**config.mk**
```make
export PLATFORM = sky130hd
export DESIGN_NAME = fetch_unit
export DESIGN_NICKNAME = d
export VERILOG_FILES = /design/src/rtl/fetch_unit.sv
export SDC_FILE = /design/constraint.sdc
export NUM_CORES = 1
export LEC_CHECK = 0
export ABC_CLOCK_PERIOD_IN_PS = 3570
export CAP_MARGIN = 20
export CELL_PAD_IN_SITES_DETAIL_PLACEMENT = 1
export CELL_PAD_IN_SITES_GLOBAL_PLACEMENT = 2
export CORE_ASPECT_RATIO = 1.2
export CORE_MARGIN = 3
export CORE_UTILIZATION = 42
export CTS_CLUSTER_DIAMETER = 200
export DETAILED_ROUTE_END_ITERATION = 8
export HOLD_SLACK_MARGIN = 0.12
export PLACE_DENSITY_LB_ADDON = 0.25
export SLEW_MARGIN = 30
export SYNTH_ARGS = -nofsm -noshare
export SYNTH_HDL_FRONTEND = slang
export SYNTH_SLANG_ARGS = --single-unit
```
**constraint.sdc**
```tcl
create_clock -name clk -period 3.57 [get_ports clk]
set_clock_uncertainty 0.05 [all_clocks]
set_input_delay 0.5355 -clock clk [delete_from_list [all_inputs] [get_ports clk]]
set_output_delay 0.5355 -clock clk [all_outputs]
set_load 0.01 [all_outputs]
```
**src/rtl/fetch_unit.sv**
```systemverilog
// fetch_unit: instruction fetch front end; owns the fetch PC, issues in-order reads, buffers returned words in a prefetch queue.
// Latency: a returned word reaches the queue head the cycle after mem_rvalid (two cycles after issue with single-cycle memory).
// Backpressure: issue stalls on mem_busy, on redirect, and while queued + in-flight words would exceed DEPTH; head waits on instr_ready.
//
// Ports:
//   clk, reset (async, active-low)
//   mem_cmd/mem_addr          : read request (01 = read, 00 = idle), address is the fetch PC
//   mem_busy                  : datapath owns memory this cycle, no read issues
//   mem_rvalid/read_data      : in-order response to the oldest outstanding read
//   redirect/redirect_pc      : taken branch, flush queue and refetch from redirect_pc
//   instr_valid/instr_ready   : head-of-queue handshake, instr/instr_pc carry word and its address
//
// Optional build macro FETCH_STATS_EN adds fetch_count (consumed words) and flush_count
// (redirect cycles), both 16-bit, reset to zero and saturating at all-ones.

module fetch_unit #(
    parameter int                ADDR_W   = 9,
    parameter int                DATA_W   = 16,
    parameter int                DEPTH    = 4,
    parameter logic [ADDR_W-1:0] RESET_PC = '0
) (
    input  logic              clk,
    input  logic              reset,
    output logic [1:0]        mem_cmd,
    output logic [ADDR_W-1:0] mem_addr,
    input  logic              mem_busy,
    input  logic              mem_rvalid,
    input  logic [DATA_W-1:0] read_data,
    input  logic              redirect,
    input  logic [ADDR_W-1:0] redirect_pc,
    output logic              instr_valid,
    input  logic              instr_ready,
    output logic [DATA_W-1:0] instr,
    output logic [ADDR_W-1:0] instr_pc
`ifdef FETCH_STATS_EN
    ,
    output logic [15:0]       fetch_count,
    output logic [15:0]       flush_count
`endif
);

    localparam int PTR_W = (DEPTH > 1) ? $clog2(DEPTH) : 1;
    localparam int CNT_W = $clog2(DEPTH + 1);

    localparam logic [1:0]        CMD_NONE = 2'b00;
    localparam logic [1:0]        CMD_READ = 2'b01;
    localparam logic [CNT_W-1:0]  CNT_ONE  = CNT_W'(1);
    localparam logic [PTR_W-1:0]  PTR_ONE  = PTR_W'(1);
    localparam logic [ADDR_W-1:0] PC_ONE   = ADDR_W'(1);
    localparam logic [CNT_W:0]    OCC_MAX  = (CNT_W + 1)'(DEPTH);

    // ------------------------------------------------------------------
    // State
    // ------------------------------------------------------------------
    logic [ADDR_W-1:0] fetch_pc_q,    fetch_pc_d;
    logic [CNT_W-1:0]  count_q,       count_d;
    logic [CNT_W-1:0]  outstanding_q, outstanding_d;
    logic [CNT_W-1:0]  discard_q,     discard_d;
    logic [PTR_W-1:0]  q_wr_ptr_q,    q_wr_ptr_d;
    logic [PTR_W-1:0]  q_rd_ptr_q,    q_rd_ptr_d;
    logic [PTR_W-1:0]  tag_wr_ptr_q,  tag_wr_ptr_d;
    logic [PTR_W-1:0]  tag_rd_ptr_q,  tag_rd_ptr_d;
    logic [DATA_W-1:0] instr_q,       instr_d;
    logic [ADDR_W-1:0] instr_pc_q,    instr_pc_d;

    // Prefetch queue storage and the address tags of in-flight reads.
    logic [DATA_W-1:0] data_mem_q [DEPTH];
    logic [ADDR_W-1:0] pc_mem_q   [DEPTH];
    logic [ADDR_W-1:0] tag_mem_q  [DEPTH];

    // ------------------------------------------------------------------
    // Per-cycle events
    // ------------------------------------------------------------------
    logic [CNT_W:0]    occupancy;
    logic              issue;
    logic              rsp;
    logic              rsp_keep;
    logic              pop;
    logic [ADDR_W-1:0] rsp_tag;
    logic [CNT_W-1:0]  count_left;

    // Queued words plus reads in flight: every in-flight read already owns a queue slot,
    // so a response can never find the queue full.
    assign occupancy = {1'b0, count_q} + {1'b0, outstanding_q};

    assign issue = reset && !mem_busy && !redirect && (occupancy < OCC_MAX);

    // A response with nothing outstanding is a protocol error and is ignored outright.
    assign rsp = mem_rvalid && (outstanding_q != '0);

    // Responses belonging to reads issued before a redirect are dropped via discard.
    assign rsp_keep = rsp && !redirect && (discard_q == '0);

    assign pop = (count_q != '0) && instr_ready && !redirect;

    assign rsp_tag = tag_mem_q[tag_rd_ptr_q];

    assign mem_cmd     = issue ? CMD_READ : CMD_NONE;
    assign mem_addr    = fetch_pc_q;
    assign instr_valid = (count_q != '0);
    assign instr       = instr_q;
    assign instr_pc    = instr_pc_q;

    // ------------------------------------------------------------------
    // Next-state logic
    // ------------------------------------------------------------------
    always_comb begin
        fetch_pc_d    = fetch_pc_q;
        count_d       = count_q;
        outstanding_d = outstanding_q;
        discard_d     = discard_q;
        q_wr_ptr_d    = q_wr_ptr_q;
        q_rd_ptr_d    = q_rd_ptr_q;
        tag_wr_ptr_d  = tag_wr_ptr_q;
        tag_rd_ptr_d  = tag_rd_ptr_q;
        instr_d       = instr_q;
        instr_pc_d    = instr_pc_q;
        count_left    = count_q - CNT_W'(pop);

        // The tag FIFO mirrors every read on the bus, discarded or not, so its
        // depth always equals outstanding.
        if (issue) begin
            fetch_pc_d   = fetch_pc_q + PC_ONE;
            tag_wr_ptr_d = tag_wr_ptr_q + PTR_ONE;
        end
        if (rsp) begin
            tag_rd_ptr_d = tag_rd_ptr_q + PTR_ONE;
        end

        unique case ({issue, rsp})
            2'b10:   outstanding_d = outstanding_q + CNT_ONE;
            2'b01:   outstanding_d = outstanding_q - CNT_ONE;
            default: outstanding_d = outstanding_q;
        endcase

        if (redirect) begin
            fetch_pc_d = redirect_pc;
            count_d    = '0;
            q_wr_ptr_d = '0;
            q_rd_ptr_d = '0;
            // Every read still in flight after this cycle predates the redirect,
            // including any left over from an earlier undrained redirect.
            discard_d  = outstanding_q - CNT_W'(rsp);
        end else begin
            if (rsp && (discard_q != '0)) begin
                discard_d = discard_q - CNT_ONE;
            end
            if (rsp_keep) begin
                q_wr_ptr_d = q_wr_ptr_q + PTR_ONE;
            end
            if (pop) begin
                q_rd_ptr_d = q_rd_ptr_q + PTR_ONE;
            end
            count_d = count_left + CNT_W'(rsp_keep);

            // Head registers: reload from the new head slot, or take the incoming
            // word when it lands in an otherwise empty queue. When the queue goes
            // empty they keep the last presented word.
            if (count_left != '0) begin
                instr_d    = data_mem_q[q_rd_ptr_d];
                instr_pc_d = pc_mem_q[q_rd_ptr_d];
            end else if (rsp_keep) begin
                instr_d    = read_data;
                instr_pc_d = rsp_tag;
            end
        end
    end

    always_ff @(posedge clk or negedge reset) begin
        if (!reset) begin
            fetch_pc_q    <= RESET_PC;
            count_q       <= '0;
            outstanding_q <= '0;
            discard_q     <= '0;
            q_wr_ptr_q    <= '0;
            q_rd_ptr_q    <= '0;
            tag_wr_ptr_q  <= '0;
            tag_rd_ptr_q  <= '0;
            instr_q       <= '0;
            instr_pc_q    <= '0;
        end else begin
            fetch_pc_q    <= fetch_pc_d;
            count_q       <= count_d;
            outstanding_q <= outstanding_d;
            discard_q     <= discard_d;
            q_wr_ptr_q    <= q_wr_ptr_d;
            q_rd_ptr_q    <= q_rd_ptr_d;
            tag_wr_ptr_q  <= tag_wr_ptr_d;
            tag_rd_ptr_q  <= tag_rd_ptr_d;
            instr_q       <= instr_d;
            instr_pc_q    <= instr_pc_d;
        end
    end

    // Storage arrays need no reset: occupancy counters gate every read of them.
    always_ff @(posedge clk) begin
        if (issue) begin
            tag_mem_q[tag_wr_ptr_q] <= fetch_pc_q;
        end
        if (rsp_keep) begin
            data_mem_q[q_wr_ptr_q] <= read_data;
            pc_mem_q[q_wr_ptr_q]   <= rsp_tag;
        end
    end

`ifdef FETCH_STATS_EN
    logic [15:0] fetch_count_q;
    logic [15:0] flush_count_q;

    always_ff @(posedge clk or negedge reset) begin
        if (!reset) begin
            fetch_count_q <= '0;
            flush_count_q <= '0;
        end else begin
            if (pop && (fetch_count_q != '1)) begin
                fetch_count_q <= fetch_count_q + 16'd1;
            end
            if (redirect && (flush_count_q != '1)) begin
                flush_count_q <= flush_count_q + 16'd1;
            end
        end
    end

    assign fetch_count = fetch_count_q;
    assign flush_count = flush_count_q;
`endif

endmodule

```
==> results.sh <==
export IMPL_status="finished clean"
export IMPL_synth_xor_area_share=0.01417
export IMPL_crit_fanout=9
export IMPL_post_cts_buffers=0
export IMPL_die_w_um=136.4
export IMPL_period_needed_ns=2.877
export IMPL_grt_setup_unrepaired="no"
export IMPL_drt_iter0_markers=312
export IMPL_seq_area_frac_synth=0.6259
export IMPL_crit_type="input port to flop"
export IMPL_crit_arrival_ns=3.18
export IMPL_num_nets_final=725
export IMPL_area_delta_synth_final_pct=17.85
export IMPL_n_antenna_cell=0
export IMPL_cp_start_kind="input port"
export IMPL_wl_mm=20.98
export IMPL_grt_pass1_vias=6196
export IMPL_post_drt_wl_per_cell_um=22.15
export IMPL_synth_top_family_by_area="compound AO/OA/AOI/OAI gates"
export IMPL_power_frac_comb=0.262
export IMPL_antenna_found_initial=0
export IMPL_num_vias=5424
export IMPL_hpwl_mm=13.23
export IMPL_drv_cap=0
export IMPL_power_switching_mw=2.094
export IMPL_dp_cells=915
export IMPL_cts_htree_levels=4
export IMPL_slew_headroom=0.4725
export IMPL_synthSimpleGateAreaFrac=0.05873
export IMPL_power_density_nw_per_um2=645.4
export IMPL_syn_inst=611
export IMPL_fin_setup_tns_ns=0
export IMPL_cp_required_ns=3.88
export IMPL_tightest_slew_ns=0.7913
export IMPL_p_int_mw=4.421
export IMPL_core_um2=19760
export IMPL_p_leak_nw=3.628
export IMPL_avgViaCountPerCell=5.728
export IMPL_cts_hold_buffers=0
export IMPL_cts_path_max_buffers=2
export IMPL_async_reset_ff_frac=0.2727
export IMPL_cts_num_sinks=187
export IMPL_synth_adder_area_share=0.03156
export IMPL_gp_congestion=0.7726
export IMPL_ant_nets=0
export IMPL_setup_viol=0
export IMPL_clock_latency_ns=0.43
export IMPL_grt_pass1_wl_mm=34.08
export IMPL_drv_slew=0
export IMPL_cp_end_kind="flop"
export IMPL_netlist_area_um2=8564
export IMPL_die_area_um2=22150
export IMPL_hp_class="input port to asynchronous set/reset pin"
export IMPL_cts_buffers=17
export IMPL_cts_root_buf="clkbuf_16"
export IMPL_vdd_ir_drop_max_mv=0.3468
export IMPL_post_cts_resized=0
export IMPL_io_pins=68
export IMPL_final_cell_count_no_fill=947
export IMPL_hold_viol=0
export IMPL_synth_nets=663
export IMPL_swShare=0.3214
export IMPL_synth_ff_type="edfxtp_1"
export IMPL_seqPwrFrac=0.451
export IMPL_dr_wl_met3_um=735
export IMPL_yosys_warnings=0
export IMPL_wl_met2_mm=11.02
export IMPL_grt_max_degree=52
export IMPL_ys_types=55
export IMPL_die_h_um=162.4
export IMPL_cts_tree="built"
export IMPL_grt_usage=0.2016
export IMPL_cts_clk_slew_worst_paths_ns=0.08
export IMPL_clockPowerShare=0.287
export IMPL_drc=0
export IMPL_drive_gt1_frac=0.1370
export IMPL_rows=56
export IMPL_top_layer="met4"
export IMPL_finalCritPeriodShare=0.8059
export IMPL_port_buffers=66
export IMPL_ys_ff_latch=187
export IMPL_synth_compound_area_share=0.1194
export IMPL_drtPass1Iterations=4
export IMPL_synth_top_cells_by_area="edfxtp_1, dfrtp_1, mux2i_1, ha_1, mux4_2"
export IMPL_met1_length_mm=8.887
export IMPL_timing_fmax_ghz=0.3476
export IMPL_synth_top_area_frac=0.4768
export IMPL_initial_core_util=0.4334
export IMPL_overflow=0
export IMPL_synth_edf_count=136
export IMPL_synthMuxAreaShare=0.1157
export IMPL_syn_avg_cell_area_um2=14.02
export IMPL_synth_top_area_cell="edfxtp_1"
## metal layers
layer,track usage,vias to the layer above
met5,0,-
met4,0.05729,0
met3,0.03739,33
met2,0.3587,110
met1,0.2501,2768
li1,-,2513
## sequential cells by signal, indices dropped and copies added, names as in the netlist
signal and flops:
q_rd_ptr_q 2, data_mem_q 64, outstanding_q 3, mem_addr 9
tag_mem_q 36, discard_q 3, instr 16, pc_mem_q 36
tag_rd_ptr_q 2, count_q 3, tag_wr_ptr_q 2, instr_pc 9
q_wr_ptr_q 2
## power groups by stage
| stage | clock [mW] | combinational, mW | sequential (mW) |
|---|---|---|---|
| 2_1_floorplan | 0 | 1.03 | 2.93 |
| 5_1_grt | 2.01 | 1.91 | 2.98 |
| 4_1_cts | 1.92 | 1.74 | 2.95 |
| 3_5_place_dp | 0 | 1.74 | 2.99 |
| 3_3_place_gp | 0 | 1.67 | 2.97 |
| 6_report | 1.87 | 1.71 | 2.94 |
## cell type report
class	instances	area, um^2
Inverter	24	90.09
Fill cell	1958	9666
Timing Repair Buffer	85	798.3
Tap cell	261	326.6
Sequential cell	187	5361
Clock inverter	15	168.9
Clock buffer	17	425.4
Multi-Input combinational cell	358	2923
## synth_stat cells, types with 13 or more instances
library cell  count
mux2_2           19
a22oi_1          24
nor4_1           15
nor2_1           20
o21ai_1          32
ha_1             20
a31oi_1          16
nand2_1          16
edfxtp_1        136
o221ai_1         13
clkbuf_1         13
inv_1            19
dfrtp_1          51
buf_2            18
mux2i_1          36
mux2_1           17
## through the flow
step                cell area [um^2]  setup WS (ns)  total power, mW  hold WS, ns  utilization
floorplan                       8564         0.8095            3.962       0.1899            -
global placement                9488         0.4500            4.637       0.4419       0.4802
detailed placement              9488         0.3002            4.727       0.4484       0.4802
CTS                            10080         0.6376            6.607       0.3138       0.5103
global route                   10090         0.5044            6.904       0.3278       0.5108
finish                         10090         0.6928            6.515       0.2708       0.5108
## cell usage in the layout (no fill, tap or decap), types with 5 or more instances in the layout
master / count
a21oi_1: 5
a221o_1: 9
a22oi_1: 24
a31oi_1: 16
a32oi_1: 5
and2_1: 8
and3_1: 8
buf_4: 19
clkbuf_16: 17
clkdlybuf4s50_1: 65
dfrtp_1: 50
edfxtp_1: 136
ha_1: 20
inv_1: 19
inv_2: 5
inv_8: 6
mux2_1: 17
mux2_2: 19
mux2i_1: 36
mux4_2: 10
nand2_1: 16
nand3_1: 7
nor2_1: 20
nor4_1: 15
o21ai_0: 9
o21ai_1: 32
o221ai_1: 13
o22ai_1: 10
o31ai_1: 10
xnor2_1: 8
## logic make-up after synthesis
group                    Yosys count
AO/OA/AOI/OAI                    148
adder cells (fa/ha/maj)           21
flip-flops                       187
AND/OR/NAND/NOR                   93
multiplexers                      82
XOR/XNOR                          13
other                              1
buffers and inverters             66
## worst paths after layout
check | from | to | slack (ns) | cells after the start
hold / removal | reset | tag_wr_ptr_q[1]$_DFFE_PN0P_ | 0.27 | 2
setup reg to reg | count_q[0]$_DFF_PN0_ | instr_pc[3]$_DFFE_PN0P_ | 0.82 | 11
max in group asynchronous | reset | q_rd_ptr_q[1]$_DFF_PN0_ | 2.62 | 2
min in group clk | instr[5]$_DFFE_PN0P_ | instr[5]$_DFFE_PN0P_ | 0.46 | 2
hold reg to reg | instr[5]$_DFFE_PN0P_ | instr[5]$_DFFE_PN0P_ | 0.46 | 2
setup / recovery | redirect | instr_pc[3]$_DFFE_PN0P_ | 0.69 | 11
## critical path, cell delays in order
cell	delay (ns)
clkdlybuf4s50_1	0.53
nor2b_2	0.29
nand2_4	0.08
inv_2	0.06
ha_1	0.14
ha_1	0.17
xor2_1	0.28
or2_1	0.27
nand2b_1	0.32
a221o_1	0.36
o21ai_1	0.14
Power figures use the tool's default switching activity.
